### src/rtl/btn_conditioner_pkg.sv
// Shared types and default timing constants for the push-button conditioner.
package btn_conditioner_pkg;

    // Repeat FSM states
    typedef enum logic [1:0] {
        IDLE,
        HOLD,
        REPEAT
    } btn_state_t;

    // Default cycle counts for a 100 MHz system clock
    localparam int unsigned CLK_HZ       = 100_000_000;
    localparam int unsigned DB_10MS      = CLK_HZ / 100;
    localparam int unsigned HOLD_500MS   = CLK_HZ / 2;
    localparam int unsigned REPEAT_200MS = CLK_HZ / 5;

    // Larger of two counts, used to size the shared hold/repeat timer
    function automatic int unsigned max_u(input int unsigned a, input int unsigned b);
        return (a > b) ? a : b;
    endfunction

endpackage

### src/rtl/btn_conditioner_debounce_filter.sv
// Two-FF synchroniser followed by a stable-count debouncer. The accepted level
// only changes after DB_CYCLES consecutive samples that disagree with it.
module debounce_filter
    import btn_conditioner_pkg::*;
#(
    parameter int unsigned DB_CYCLES = DB_10MS
) (
    input  logic clk_i,
    input  logic rst_ni,
    input  logic btn_i,
    output logic level_o,
    output logic rise_o,
    output logic fall_o
);

    localparam int unsigned CntW = $clog2(DB_CYCLES);

    logic [1:0]      sync_q;
    logic            s;
    logic [CntW-1:0] cnt_q, cnt_d;
    logic            level_q, level_d;
    logic            update;

    assign s = sync_q[1];

    // Synchroniser: plain shift, nothing between the stages
    always_ff @(posedge clk_i or negedge rst_ni) begin
        if (!rst_ni) begin
            sync_q <= 2'b00;
        end else begin
            sync_q <= {sync_q[0], btn_i};
        end
    end

    // Stable counter: restart on agreement, accept the new level on the terminal count
    always_comb begin
        cnt_d   = cnt_q;
        level_d = level_q;
        update  = 1'b0;
        if (s == level_q) begin
            cnt_d = '0;
        end else if (cnt_q == CntW'(DB_CYCLES - 1)) begin
            level_d = s;
            cnt_d   = '0;
            update  = 1'b1;
        end else begin
            cnt_d = cnt_q + CntW'(1);
        end
    end

    // Debounce state registers
    always_ff @(posedge clk_i or negedge rst_ni) begin
        if (!rst_ni) begin
            cnt_q   <= '0;
            level_q <= 1'b0;
        end else begin
            cnt_q   <= cnt_d;
            level_q <= level_d;
        end
    end

    assign level_o = level_q;
    // Strobes are valid in the cycle before level_o changes so the FSM can
    // register its pulse on the same edge
    assign rise_o  = update & s;
    assign fall_o  = update & ~s;

endmodule

### src/rtl/btn_conditioner.sv
// Push-button front end: debounced level, press pulse, auto-repeat pulses while
// held and a release pulse. All outputs are registered.
module btn_conditioner
    import btn_conditioner_pkg::*;
#(
    parameter int unsigned DB_CYCLES     = DB_10MS,
    parameter int unsigned HOLD_CYCLES   = HOLD_500MS,
    parameter int unsigned REPEAT_CYCLES = REPEAT_200MS,
    parameter int unsigned REPEAT_EN     = 1
) (
    input  logic clk_100MHz,
    input  logic reset_n,
    input  logic btn_in,
    output logic btn_level,
    output logic btn_pulse,
    output logic btn_release,
    output logic repeat_active
);

    localparam int unsigned TmrW = $clog2(max_u(HOLD_CYCLES, REPEAT_CYCLES));

    logic            rise, fall;
    btn_state_t      state_q, state_d;
    logic [TmrW-1:0] timer_q, timer_d;
    logic            pulse_q, pulse_d;
    logic            release_q, release_d;
    logic            repeat_q;

    debounce_filter #(
        .DB_CYCLES(DB_CYCLES)
    ) u_filter (
        .clk_i  (clk_100MHz),
        .rst_ni (reset_n),
        .btn_i  (btn_in),
        .level_o(btn_level),
        .rise_o (rise),
        .fall_o (fall)
    );

    // Next-state: a fall always wins over a coincident timer terminal count
    always_comb begin
        state_d   = state_q;
        timer_d   = timer_q;
        pulse_d   = 1'b0;
        release_d = 1'b0;
        if (fall) begin
            state_d   = IDLE;
            timer_d   = '0;
            release_d = 1'b1;
        end else begin
            unique case (state_q)
                IDLE: begin
                    if (rise) begin
                        state_d = HOLD;
                        timer_d = '0;
                        pulse_d = 1'b1;
                    end
                end
                HOLD: begin
                    if (timer_q == TmrW'(HOLD_CYCLES - 1)) begin
                        // Without auto-repeat the timer just parks at terminal
                        if (REPEAT_EN != 0) begin
                            state_d = REPEAT;
                            timer_d = '0;
                            pulse_d = 1'b1;
                        end
                    end else begin
                        timer_d = timer_q + TmrW'(1);
                    end
                end
                REPEAT: begin
                    if (timer_q == TmrW'(REPEAT_CYCLES - 1)) begin
                        timer_d = '0;
                        pulse_d = 1'b1;
                    end else begin
                        timer_d = timer_q + TmrW'(1);
                    end
                end
                default: begin
                    state_d = IDLE;
                    timer_d = '0;
                end
            endcase
        end
    end

    // FSM and output registers
    always_ff @(posedge clk_100MHz or negedge reset_n) begin
        if (!reset_n) begin
            state_q   <= IDLE;
            timer_q   <= '0;
            pulse_q   <= 1'b0;
            release_q <= 1'b0;
            repeat_q  <= 1'b0;
        end else begin
            state_q   <= state_d;
            timer_q   <= timer_d;
            pulse_q   <= pulse_d;
            release_q <= release_d;
            repeat_q  <= (state_d == REPEAT);
        end
    end

    assign btn_pulse     = pulse_q;
    assign btn_release   = release_q;
    assign repeat_active = repeat_q;

endmodule
### config.mk
export PLATFORM = sky130hd
export DESIGN_NAME = btn_conditioner
export DESIGN_NICKNAME = d
export VERILOG_FILES = /design/src/rtl/btn_conditioner_pkg.sv /design/src/rtl/btn_conditioner_debounce_filter.sv /design/src/rtl/btn_conditioner.sv
export SDC_FILE = /design/constraint.sdc
export NUM_CORES = 1
export LEC_CHECK = 0
export ABC_AREA = 1
export CAP_MARGIN = 20
export CORE_ASPECT_RATIO = 0.6
export CORE_MARGIN = 4
export CORE_UTILIZATION = 35
export DETAILED_ROUTE_END_ITERATION = 7
export PLACE_DENSITY_LB_ADDON = 0.12
export SLEW_MARGIN = 40
export SYNTH_ARGS = -nofsm -noshare
export SYNTH_HDL_FRONTEND = slang
export SYNTH_SLANG_ARGS = --single-unit
### constraint.sdc
create_clock -name clk_100MHz -period 1.62 [get_ports clk_100MHz]
set_clock_uncertainty 0.15 [all_clocks]
set_input_delay 0.243 -clock clk_100MHz [delete_from_list [all_inputs] [get_ports clk_100MHz]]
set_output_delay 0.243 -clock clk_100MHz [all_outputs]
set_load 0.03 [all_outputs]
======== After elaboration in Yosys (flattened, before gate mapping) ========
Index checks and enable logic that the tools add are counted.
storage, ports and cells
  register bits ........................... 54
  output and inout port bits .............. 4
cells by class
  add/sub/neg operators ................... 2
  reduce and logical (&&, ||, !) cells .... 2
  mux-type cells .......................... 19
  equality and inequality tests ........... 8
  bitwise gates (word level) .............. 4
operators by type and width
  cell                     number
  $mux W26                 4
  $pmux W26 S3             1
  $mux W20                 2
  $add A26 B1 Y26 const B  1
  $eq A26 B25 Y1 const B   1
  $eq A26 B26 Y1 const B   1
  $add A20 B1 Y20 const B  1
  $eq A20 B20 Y1 const B   1
  $mux W1                  7
  $mux W2                  3
  $pmux W2 S3              1
  $eq A2 B2 Y1 const B     2
  $ne A3 B3 Y1 const B     1
  $pmux W1 S3              1
  $and A1 B1 Y1            2
  $eq A2 B1 Y1 const B     1
  $logic_not A2 Y1         1
  $not A1 Y1               2
  $reduce_and A2 Y1        1
  $eq A1 B1 Y1             1

======== Depth between registers and ports, before layout ========
Gate-level depths: netlist of the first run.
  depth after elaboration ................. 8
  depth in mapped cells ................... 12
  gate-level depth less buffers ........... 12

======== Cells and area by module ========
Synthesis of the first run repeated with hierarchy kept, for this count alone.
unflattened totals
  cells, all modules ...................... 476
  area, all modules ....................... 3,465.8 µm²
by module, submodules not included
  module           instances  cells an instance  area an instance (µm²)
  btn_conditioner  1          316                2,159.6
  debounce_filter  1          160                1,306.3

======== Worst setup path after synthesis of the first run ========
OpenSTA, ideal clock, no wires.
  path kind ............................... reg-to-reg
  from .................................... reg u_filter.level_q (netlist: u_filter.level_o)
  to ...................................... reg timer_q[8]
  setup slack ............................. -206 ps
  cell stages (with the launch flop) ...... 9
  data required time ...................... 1,351 ps
  setup time .............................. 119 ps
  arrival ................................. 1,557 ps
  cell sequence ........................... dfrtp_1 -> inv_1 -> nor2_1 -> or2_2 -> nand3_4 -> nand2_8 -> buf_4 -> a21oi_1 -> nor2_1
on the way
  word-level cells in the longest chain between the ends .. 4
  elaborated cells on any way between the ends .. 6
RTL lines
  element                                                    line                                                                          text
  start, declared                                            btn_conditioner_debounce_filter.sv:21                                         logic level_q, level_d;
  start signal, assigned                                     btn_conditioner_debounce_filter.sv:58                                         level_q <= level_d;
  $eq A1 B1 Y1 (*)                                           btn_conditioner_debounce_filter.sv:40                                         if (s == level_q) begin
  $mux W1 (*)                                                btn_conditioner_debounce_filter.sv:40
  $and A1 B1 Y1, on equally long branches                    btn_conditioner_debounce_filter.sv:65, btn_conditioner_debounce_filter.sv:66
  $ne A3 B3 Y1 (no source line) or $mux W26 (tied branches)  -
  end signal, assigned                                       btn_conditioner.sv:97                                                         timer_q <= timer_d;
  end, declared                                              btn_conditioner.sv:24                                                         logic [TmrW-1:0] timer_q, timer_d;
Mark *: on every way between the ends. The rest lies on a longest branch, timed or not.
A chain may end at the register's enable or synchronous reset.

======== Worst setup path after layout of the first run ========
  from .................................... reg u_filter.cnt_q[13]
  to ...................................... reg timer_q[12]
on the way
  word-level cells in the longest chain between the ends .. 5
  elaborated cells on any way between the ends .. 7
RTL lines
  element                                                    line                                                                          text
  start, declared                                            btn_conditioner_debounce_filter.sv:20                                         logic [CntW-1:0] cnt_q, cnt_d;
  start signal, assigned                                     btn_conditioner_debounce_filter.sv:57                                         cnt_q <= cnt_d;
  $eq A20 B20 Y1 (*)                                         btn_conditioner_debounce_filter.sv:42                                         end else if (cnt_q == CntW'(DB_CYCLES - 1)) begin
  $mux W1 (*)                                                btn_conditioner_debounce_filter.sv:42
  $mux W1 (*)                                                btn_conditioner_debounce_filter.sv:40
  $and A1 B1 Y1, on equally long branches                    btn_conditioner_debounce_filter.sv:65, btn_conditioner_debounce_filter.sv:66
  $ne A3 B3 Y1 (no source line) or $mux W26 (tied branches)  -
Marks and branches as above.

==> results of run 1 <==
power groups by stage:
stage	logic [W]	clock network, W	registers (W)
after CTS	0.000107	0.00120	0.00136
after global placement	0.0000860	0	0.00139
after floorplan	0.0000237	0	0.00139
after detailed placement	0.0000889	0	0.00139
after global routing	0.000136	0.00126	0.00137
final	0.000121	0.00118	0.00136
what timing repair did:
item / 4_1_cts / 5_1_grt
hold endpoints to repair: 13 / 0
setup buffers: 9 / 12
setup endpoints to repair: 52 / 51
pin swaps: 21 / 26
hold buffers: 1 / 0
gates resized for setup: 76 / 72
area by class of cell:
| cell class | count | area, um^2 |
|---|---|---|
| Tap cell | 135 | 169 |
| Sequential cell | 54 | 1360 |
| Inverter | 72 | 288 |
| Clock buffer | 7 | 143 |
| Clock inverter | 1 | 8.76 |
| Multi-Input combinational cell | 387 | 2360 |
| Fill cell | 881 | 4220 |
| Timing Repair Buffer | 170 | 1370 |
layer usage:
layer,vias to the layer above,track usage [%],routed length [um]
li1,1993,-,-
met1,1878,36.9,7010
met4,0,3.29,67
met5,-,0,0
met3,9,4.80,1020
met2,143,26.9,4860
final timing paths:
| check | from | endpoint | slack, ps | depth (start not counted) |
|---|---|---|---|---|
| max | u_filter.cnt_q[13] | timer_q[12] | -250 | 9 |
| max in group asynchronous | reset_n | timer_q[18] | 510 | 3 |
| min | u_filter.sync_q[0] | u_filter.sync_q[1] | 210 | 0 |
| max reg2reg | u_filter.cnt_q[13] | timer_q[12] | -250 | 9 |
| min reg2reg | u_filter.sync_q[0] | u_filter.sync_q[1] | 210 | 0 |
| min in group asynchronous | reset_n | u_filter.cnt_q[1] | 250 | 2 |
metrics by stage:
step,setup slack (ps),hold slack (ps),cell area (um^2),util (%),TNS (ps)
after floorplan,-124,-203,3610,-,-2500
after global placement,-296,56.1,4860,49.0,-8160
after detailed placement,-322,59.1,4860,49.0,-8970
after CTS,-248,208,5350,54.0,-7270
after global routing,-335,211,5690,57.4,-11760
final,-254,205,5690,57.4,-7010
cell usage in the layout (no fill, tap or decap), types with 5 or more instances in the layout:
master	Yosys	routed
xor2_1	12	11
nand2_1	151	131
nand3_4	1	8
nand2_2	2	15
buf_4	1	148
a21oi_1	12	8
clkbuf_16	0	5
buf_6	1	11
nor2_4	3	14
nand3_1	51	38
nand4_1	21	21
nor2_1	80	57
nand2_4	1	6
nor3_1	15	7
inv_1	68	59
o21ai_2	0	5
nor3_2	3	8
nand3_2	1	7
inv_2	4	9
nor2_2	6	18
dfrtp_1	54	51
cells by family after synthesis:
logic type                 Yosys count  share of synthesized area [%]
xor gates and xnor gates            15                           3.66
and+or+nand+nor                    342                           43.3
AOI/OAI and AO/OA                   24                           3.59
buffers and inverters               83                           9.66
DFF                                 54                           37.7
adders and majority gates            6                           2.09
flip-flops by register name (all words and copies together) (netlist names):
name / cells
repeat_active: 1
u_filter.level_o: 1
u_filter.cnt_q: 20
timer_q: 26
btn_release: 1
btn_pulse: 1
u_filter.sync_q: 2
state_q: 2
critical path, stage by stage (launching register included):
cell and delay (ps):
dfrtp_1 430, nor3_2 240, nand2_1 120, nor2_4 160, nand3_4 120, buf_4 150
a21boi_1 220, nand2_1 80, nand2_1 70, nor2_1 30
==> impl_metrics.yaml, run 1 <==
status:
  status: "finished, violations left"
  violations: "negative setup slack"
synth:
  ys_warn_count: 0
  ys.flop_type: "dfrtp_1"
  ys_seq_area_share_pct: 37.7
  ys_types: 34
  ys_seq_elements: 54
  synth_cells: 524
  synth_area_per_cell_um2: 6.85
  synth_nets: 533
  netlist_area_um2: 3590
  synthArstFlopShare_pct: 100
  yosys-top-cells-area: "dfrtp_1 (38%), nand2_1 (16%), nor2_1 (8.4%)"
  synthTopCellsByCount: "nand2_1 (151), nor2_1 (80), inv_1 (68)"
  yosysTopAreaCell: "dfrtp_1"
  synth_edf_count: 0
  synth_top_area_share_pct: 37.7
  yosysMostFrequentCell: "nand2_1"
clocking:
  cts_root_buffer: "clkbuf_16"
  cts.sinks: 54
  cts_buffer_depth: 2
  path_clk_slew_ps: 80
  htreeDepth: 2
  insertion_delay_ps: 310
  cts_made_buffers: 5
  cts_tree: "yes"
floorplan:
  fp-row-count: 28
  die_area_um2: 12000
  core_um2: 9910
  dieWidth_um: 139
  io_pins: 7
  initial_core_util_pct: 36.2
  die_h_um: 86.4
sta:
  final-setup-viol-count: 48
  maxSlewHeadroom_pct: 70.8
  hold_viol_final: 0
  period_minus_slack_ps: 1870
  drv_slew: 0
  max_slew.worst_pin.slew_ps: 439
  fmax_mhz: 534
  finalCritPeriodShare_pct: 116
  rsz0062_at_grt: "yes"
  setup_ws_ps: -254
place:
  io_buffers: 6
  dp_cells: 796
  hpwl_um: 9720
  gp_congestion: 0.984
layout:
  antenna_cells: 0
  final_net_count: 699
  drive_gt1_share_pct: 41.7
  instances_no_fill: 826
  area_growth_pct: 58.7
detailed_routing:
  vias_per_cell: 4.87
  drt_wl_total_um: 13000
  dr.pass1.iters: 5
  wl_per_cell_um: 15.7
  vias: 4023
  postRouteAntennaNets: 0
  drt_iter0_drc: 354
  drc: 0
pwr:
  power.clock.fraction_pct: 44.2
  p_total_w: 0.00266
  total_leakage_power_nw: 2.78
  vdd_drop_max_mv: 0.388
  power_density_nw_per_um2: 468
  p_seq_share_pct: 51.2
  swShare_pct: 23.8
  power_frac_comb_pct: 4.6
  p_sw_w: 0.000634
  p_int_w: 0.00203
global_route:
  grt_max_degree: 29
  overflow: 0
  grt_pass1_wl_um: 20000
  grt_usage_pct: 21.6
  antenna_found_initial: 0
  grt_pass1_vias: 3656
critical_path:
  end_kind: "flip-flop"
  required_ps: 1670
  critPathArrivalTime_ps: 1930
  worst-path-max-fanout: 4
  critical_path_class: "reg2reg"
  cp-start-kind: "flip-flop"
hold_path:
  holdCritPathClass: "reg2reg"
job:
  drv_cap: 0
Power figures use the tool's default switching activity.
==> run 2, diff against run 1 <==
--- a/config.mk
+++ b/config.mk
@@ -11,8 +11,7 @@
 export CORE_MARGIN = 4
 export CORE_UTILIZATION = 35
 export DETAILED_ROUTE_END_ITERATION = 7
-export PLACE_DENSITY_LB_ADDON = 0.12
-export SLEW_MARGIN = 40
+export SLEW_MARGIN = 25
 export SYNTH_ARGS = -nofsm -noshare
 export SYNTH_HDL_FRONTEND = slang
 export SYNTH_SLANG_ARGS = --single-unit
==> run 2 against run 1 <==
Compared with the run above:
- the flow still finishes with violations (negative setup slack)
- sequential share of layout area rose by 0.68 points
- die area did not move
- design area decreased by 2.7%
- critical path type unchanged
- core utilization is 1.5 points lower
- clock power barely moved
- sequential power barely moved
==> impl_metrics.yaml, run 2 (same netlist as run 1, synthesis figures left out) <==
global_route:
  grt_usage_pct: 20.6
  antenna_found_initial: 0
  grt_pass1_vias: 3741
  grt_max_degree: 55
  grt_pass1_wl_um: 19500
  overflow: 0
detailed_routing:
  vias_per_cell: 5.01
  wl_per_cell_um: 15.1
  vias: 4131
  drc: 0
  postRouteAntennaNets: 0
  dr.pass1.iters: 5
  drt_iter0_drc: 352
  drt_wl_total_um: 12500
critical_path:
  critical_path_depth: 12
  slowest_stage: "dfrtp_1"
  critical_path_class: "reg2reg"
  end_kind: "flip-flop"
  crit_family: "simple AND/OR/NAND/NOR gates"
  worst-path-max-fanout: 6
  cp_num_buf_inv: 2
  path_cells: "ha_4 > nand3_4 > nor2_4 > inv_2 > nor2_8 > nand3_4 > nand2_8 > buf_6 > nand2_2 > nor2_4 > nand3_1 > nand2_1"
  slowest_delay_ps: 400
  critPathArrivalTime_ps: 2030
  cp-start-kind: "flip-flop"
  required_ps: 1710
  worst_r2r_path_depth: 12
clocking:
  cts_made_buffers: 5
  cts_buffer_depth: 2
  insertion_delay_ps: 300
  path_clk_slew_ps: 80
  cts_tree: "yes"
  htreeDepth: 2
  cts_root_buffer: "clkbuf_16"
  cts.sinks: 54
layout:
  drive_gt1_share_pct: 36.8
  final_common_cell: "buf_4"
  area_growth_pct: 54.5
  final_net_count: 698
  layout_common_cells: "buf_4 (143), nand2_1 (137), nor2_1 (68), inv_1 (62), dfrtp_1 (50)"
  antenna_cells: 0
  instances_no_fill: 825
  top_register: "timer_q"
  reg.largest.list: "timer_q (26), u_filter.cnt_q (20)"
  largest_reg_flops: 26
status:
  status: "finished, violations left"
  violations: "negative setup slack"
sta:
  fmax_mhz: 518
  max_slew.worst_pin.slew_ps: 340
  hold_viol_final: 0
  setup_ws_ps: -312
  drv_slew: 0
  period_minus_slack_ps: 1930
  rsz0062_at_grt: "yes"
  final-setup-viol-count: 50
  finalCritPeriodShare_pct: 119
  maxSlewHeadroom_pct: 77.3
floorplan:
  die_h_um: 86.4
  initial_core_util_pct: 36.2
  fp-row-count: 28
  dieWidth_um: 139
  core_um2: 9910
  io_pins: 7
  die_area_um2: 12000
pwr:
  total_leakage_power_nw: 2.74
  power_density_nw_per_um2: 483
  vdd_drop_max_mv: 0.434
  p_total_w: 0.00268
place:
  dp_cells: 789
  io_buffers: 6
  hpwl_um: 8830
  gp_congestion: 0.985
hold_path:
  holdCritPathClass: "reg2reg"
  min_path_cells: 0
job:
  drv_cap: 0
-- run 2: changes by cell type in the layout (fill, tap and decap cells not counted), sizes merged --
cell    delta
clkinv     +1
inv        -1
buf        -1
-- run 2: through the flow --
step | cell area [um^2] | worst slack (ps) | hold WS, ps | util, % | setup TNS, ps
2_1_floorplan | 3610 | -124 | -203 | - | -2500
3_3_place_gp | 4820 | -285 | 116 | 48.6 | -7330
3_5_place_dp | 4820 | -276 | 122 | 48.6 | -8790
4_1_cts | 5320 | -252 | 231 | 53.7 | -7320
5_1_grt | 5540 | -405 | 236 | 55.9 | -14790
6_report | 5540 | -312 | 230 | 55.9 | -10560
-- run 2: repair_timing --
| action | in CTS | in global routing |
|---|---|---|
| gates resized for setup | 60 | 29 |
| hold buffers | 1 | 0 |
| gates cloned | 1 | 1 |
| setup endpoints to repair | 52 | 50 |
| pin swaps | 10 | 15 |
| endpoints found under the hold margin | 54 | 0 |
| buffers inserted | 15 | 13 |
-- run 2: worst paths after layout --
kind                                         start  slack [ps]                  to
worst min register to register  u_filter.sync_q[0]         230  u_filter.sync_q[1]
worst max register to register   u_filter.cnt_q[0]        -310          timer_q[0]
min in group asynchronous                  reset_n         310   u_filter.cnt_q[9]
worst max-delay path             u_filter.cnt_q[0]        -310          timer_q[0]
max in group asynchronous                  reset_n         720         timer_q[13]
worst min-delay path            u_filter.sync_q[0]         230  u_filter.sync_q[1]
-- run 2: report_power, final --
group / internal [W] / switching, W / total, W
sequential: 0.00136 / 0.00000890 / 0.00136
clock: 0.000663 / 0.000547 / 0.00121
combinational: 0.0000417 / 0.0000587 / 0.000100
total: 0.00206 / 0.000615 / 0.00268
-- run 2: cell type report --
cell class / instances / area (um^2)
Multi-Input combinational cell: 387 / 2150
Sequential cell: 54 / 1360
Tap cell: 135 / 169
Clock buffer: 7 / 153
Inverter: 72 / 285
Timing Repair Buffer: 169 / 1420
Clock inverter: 1 / 8.76
Fill cell: 866 / 4370
-- run 2: routing by layer --
layer	share of wire (%)	global-route usage (%)	up-vias
li1	-	-	1986
met2	38	26.7	168
met3	9.3	4.19	20
met4	1.6	5.68	0
met1	52	33.5	1957
met5	0	0	-
==> run 3, diff against run 2 <==
--- a/config.mk
+++ b/config.mk
@@ -11,6 +11,7 @@
 export CORE_MARGIN = 4
 export CORE_UTILIZATION = 35
 export DETAILED_ROUTE_END_ITERATION = 7
+export DONT_BUFFER_PORTS = 1
 export SLEW_MARGIN = 25
 export SYNTH_ARGS = -nofsm -noshare
 export SYNTH_HDL_FRONTEND = slang
==> run 3 against run 2 <==
Compared with the run above:
- the flow finishes with violations (negative hold slack, negative setup slack)
- setup slack better by 11 ps
- combinational power down 40%
- hold slack worse by 750 ps
- count of clock-buffer cells in the layout down 2
- register-to-register slack about the same
- critical path type unchanged
- critical endpoint is now timer_q[21]
==> impl_metrics.yaml, run 3 (same netlist as run 1, synthesis figures left out) <==
critical_path:
  cp-start-kind: "flip-flop"
  critPathArrivalTime_ps: 1960
  critical_path_class: "reg2reg"
  worst-path-max-fanout: 6
  critPathLaunch: "u_filter.cnt_q[1]"
  end_kind: "flip-flop"
  rr_startpoint: "u_filter.cnt_q[1]"
  required_ps: 1660
floorplan:
  initial_core_util_pct: 36.2
  die_area_um2: 12000
  fp-row-count: 28
  dieWidth_um: 139
  die_h_um: 86.4
  io_pins: 7
  core_um2: 9910
clocking:
  insertion_delay_ps: 300
  cts_buffer_depth: 2
  path_clk_slew_ps: 80
  htreeDepth: 2
  cts_root_buffer: "clkbuf_16"
  cts.sinks: 54
  cts_tree: "yes"
  cts_hold_buf: 1
  cts_made_buffers: 5
place:
  hpwl_um: 8730
  gp_congestion: 0.972
  io_buffers: 0
sta:
  rsz0062_at_grt: "yes"
  finalSetupTns_ps: -10430
  hold_viol_final: 54
  setup_ws_ps: -301
  finalCritPeriodShare_pct: 119
  maxSlewHeadroom_pct: 78.3
  final-setup-viol-count: 49
  fmax_mhz: 521
  drv_slew: 0
  max_slew.worst_pin.slew_ps: 326
  period_minus_slack_ps: 1920
  holdWs_ps: -521
layout:
  antenna_cells: 0
  final_core_util_pct: 54.0
  reg.largest.list: "timer_q (26), u_filter.cnt_q (20)"
  top_register: "timer_q"
  fill_cells: 845
  layout_common_cells: "nand2_1 (135), buf_4 (127), nor2_1 (68), inv_1 (62), dfrtp_1 (50)"
  area_growth_pct: 49.2
  largest_reg_flops: 26
  drive_gt1_share_pct: 35.2
  final_common_cell: "nand2_1"
  final_net_count: 675
status:
  violations: "negative hold slack, negative setup slack"
  status: "finished, violations left"
pwr:
  p_total_w: 0.00256
  vdd_drop_max_mv: 0.376
  p_seq_share_pct: 53.3
  swShare_pct: 23.1
  total_leakage_power_nw: 2.70
  p_int_w: 0.00197
  power_frac_comb_pct: 2.3
  power.clock.fraction_pct: 44.4
  p_sw_w: 0.000592
  power_density_nw_per_um2: 479
global_route:
  antenna_found_initial: 0
  grt_max_degree: 55
  grt_usage_pct: 20.1
  overflow: 0
  grt_pass1_vias: 3796
  grt_pass1_wl_um: 19500
hold_path:
  holdCritPathClass: "in2async"
detailed_routing:
  vias_per_cell: 4.91
  drt_wl_total_um: 11700
  vias: 3939
  postRouteAntennaNets: 0
  dr.pass1.iters: 5
  drc: 0
  wl_per_cell_um: 14.5
  drt_iter0_drc: 390
job:
  drv_cap: 0
==> run 3: stage by stage <==
step,cell area (um^2),setup WS [ps],cells
2_1_floorplan,3610,-124,524
6_report,5350,-301,802
3_3_place_gp,4690,-294,777
4_1_cts,5150,-229,793
5_1_grt,5350,-393,802
3_5_place_dp,4690,-331,777
==> run 3: final cells by class <==
| cell class | count | area, um^2 | share of cell area (%) |
|---|---|---|---|
| timing repair buffer | 146 | 1210 | 22.6 |
| sequential | 54 | 1360 | 25.3 |
| clock inverter | 3 | 22.5 | 0.421 |
| inverter | 72 | 283 | 5.28 |
| clock buffer | 5 | 125 | 2.34 |
| tap | 135 | 169 | 3.16 |
| multi-input combinational | 387 | 2190 | 40.9 |
==> run 3: layer usage <==
layer / up-vias / global-route usage, % / part of all wire, % / routed length, um
met5: - / 0 / 0 / 0
met2: 146 / 28.8 / 39 / 4580
met1: 1833 / 31.8 / 52 / 6040
met4: 0 / 3.55 / 0.99 / 116
met3: 13 / 3.31 / 8.0 / 933
li1: 1947 / - / - / -
==> run 3: timing repair <==
action	CTS	global route
endpoints found under the hold margin	55	54
pin swaps	14	24
gates resized for setup	61	40
setup buffers	7	11
setup endpoints to repair	49	50
cloned	1	0
==> run 3: worst max-delay path, cell delays in order (launching register included) <==
cell     delay [ps]
dfrtp_1         400
ha_4            170
nand3_4          80
nor2_4          170
inv_4            70
nor2_8          120
buf_6           120
nand3_2          90
nand2_2          80
inv_2            50
nand2_4          90
nand2_8          90
inv_8            80
nor2_1           50
==> run 3: final timing paths <==
kind,endpoint,slack [ps],cells after the start
worst min register to register,u_filter.sync_q[1],200,0
worst max register to register,timer_q[21],-300,13
min in group clk_100MHz,u_filter.sync_q[1],200,0
worst min-delay path,u_filter.cnt_q[14],-520,0
max in group asynchronous,timer_q[11],1720,0
worst max-delay path,timer_q[21],-300,13
==> run 3: power by group through the flow <==
stage | sequential, W | combinational [W] | clock (W)
global route | 0.00137 | 0.0000658 | 0.00122
detailed placement | 0.00139 | 0.0000443 | 0
finish | 0.00136 | 0.0000597 | 0.00114
global placement | 0.00139 | 0.0000431 | 0
floorplan | 0.00139 | 0.0000237 | 0
CTS | 0.00136 | 0.0000514 | 0.00117
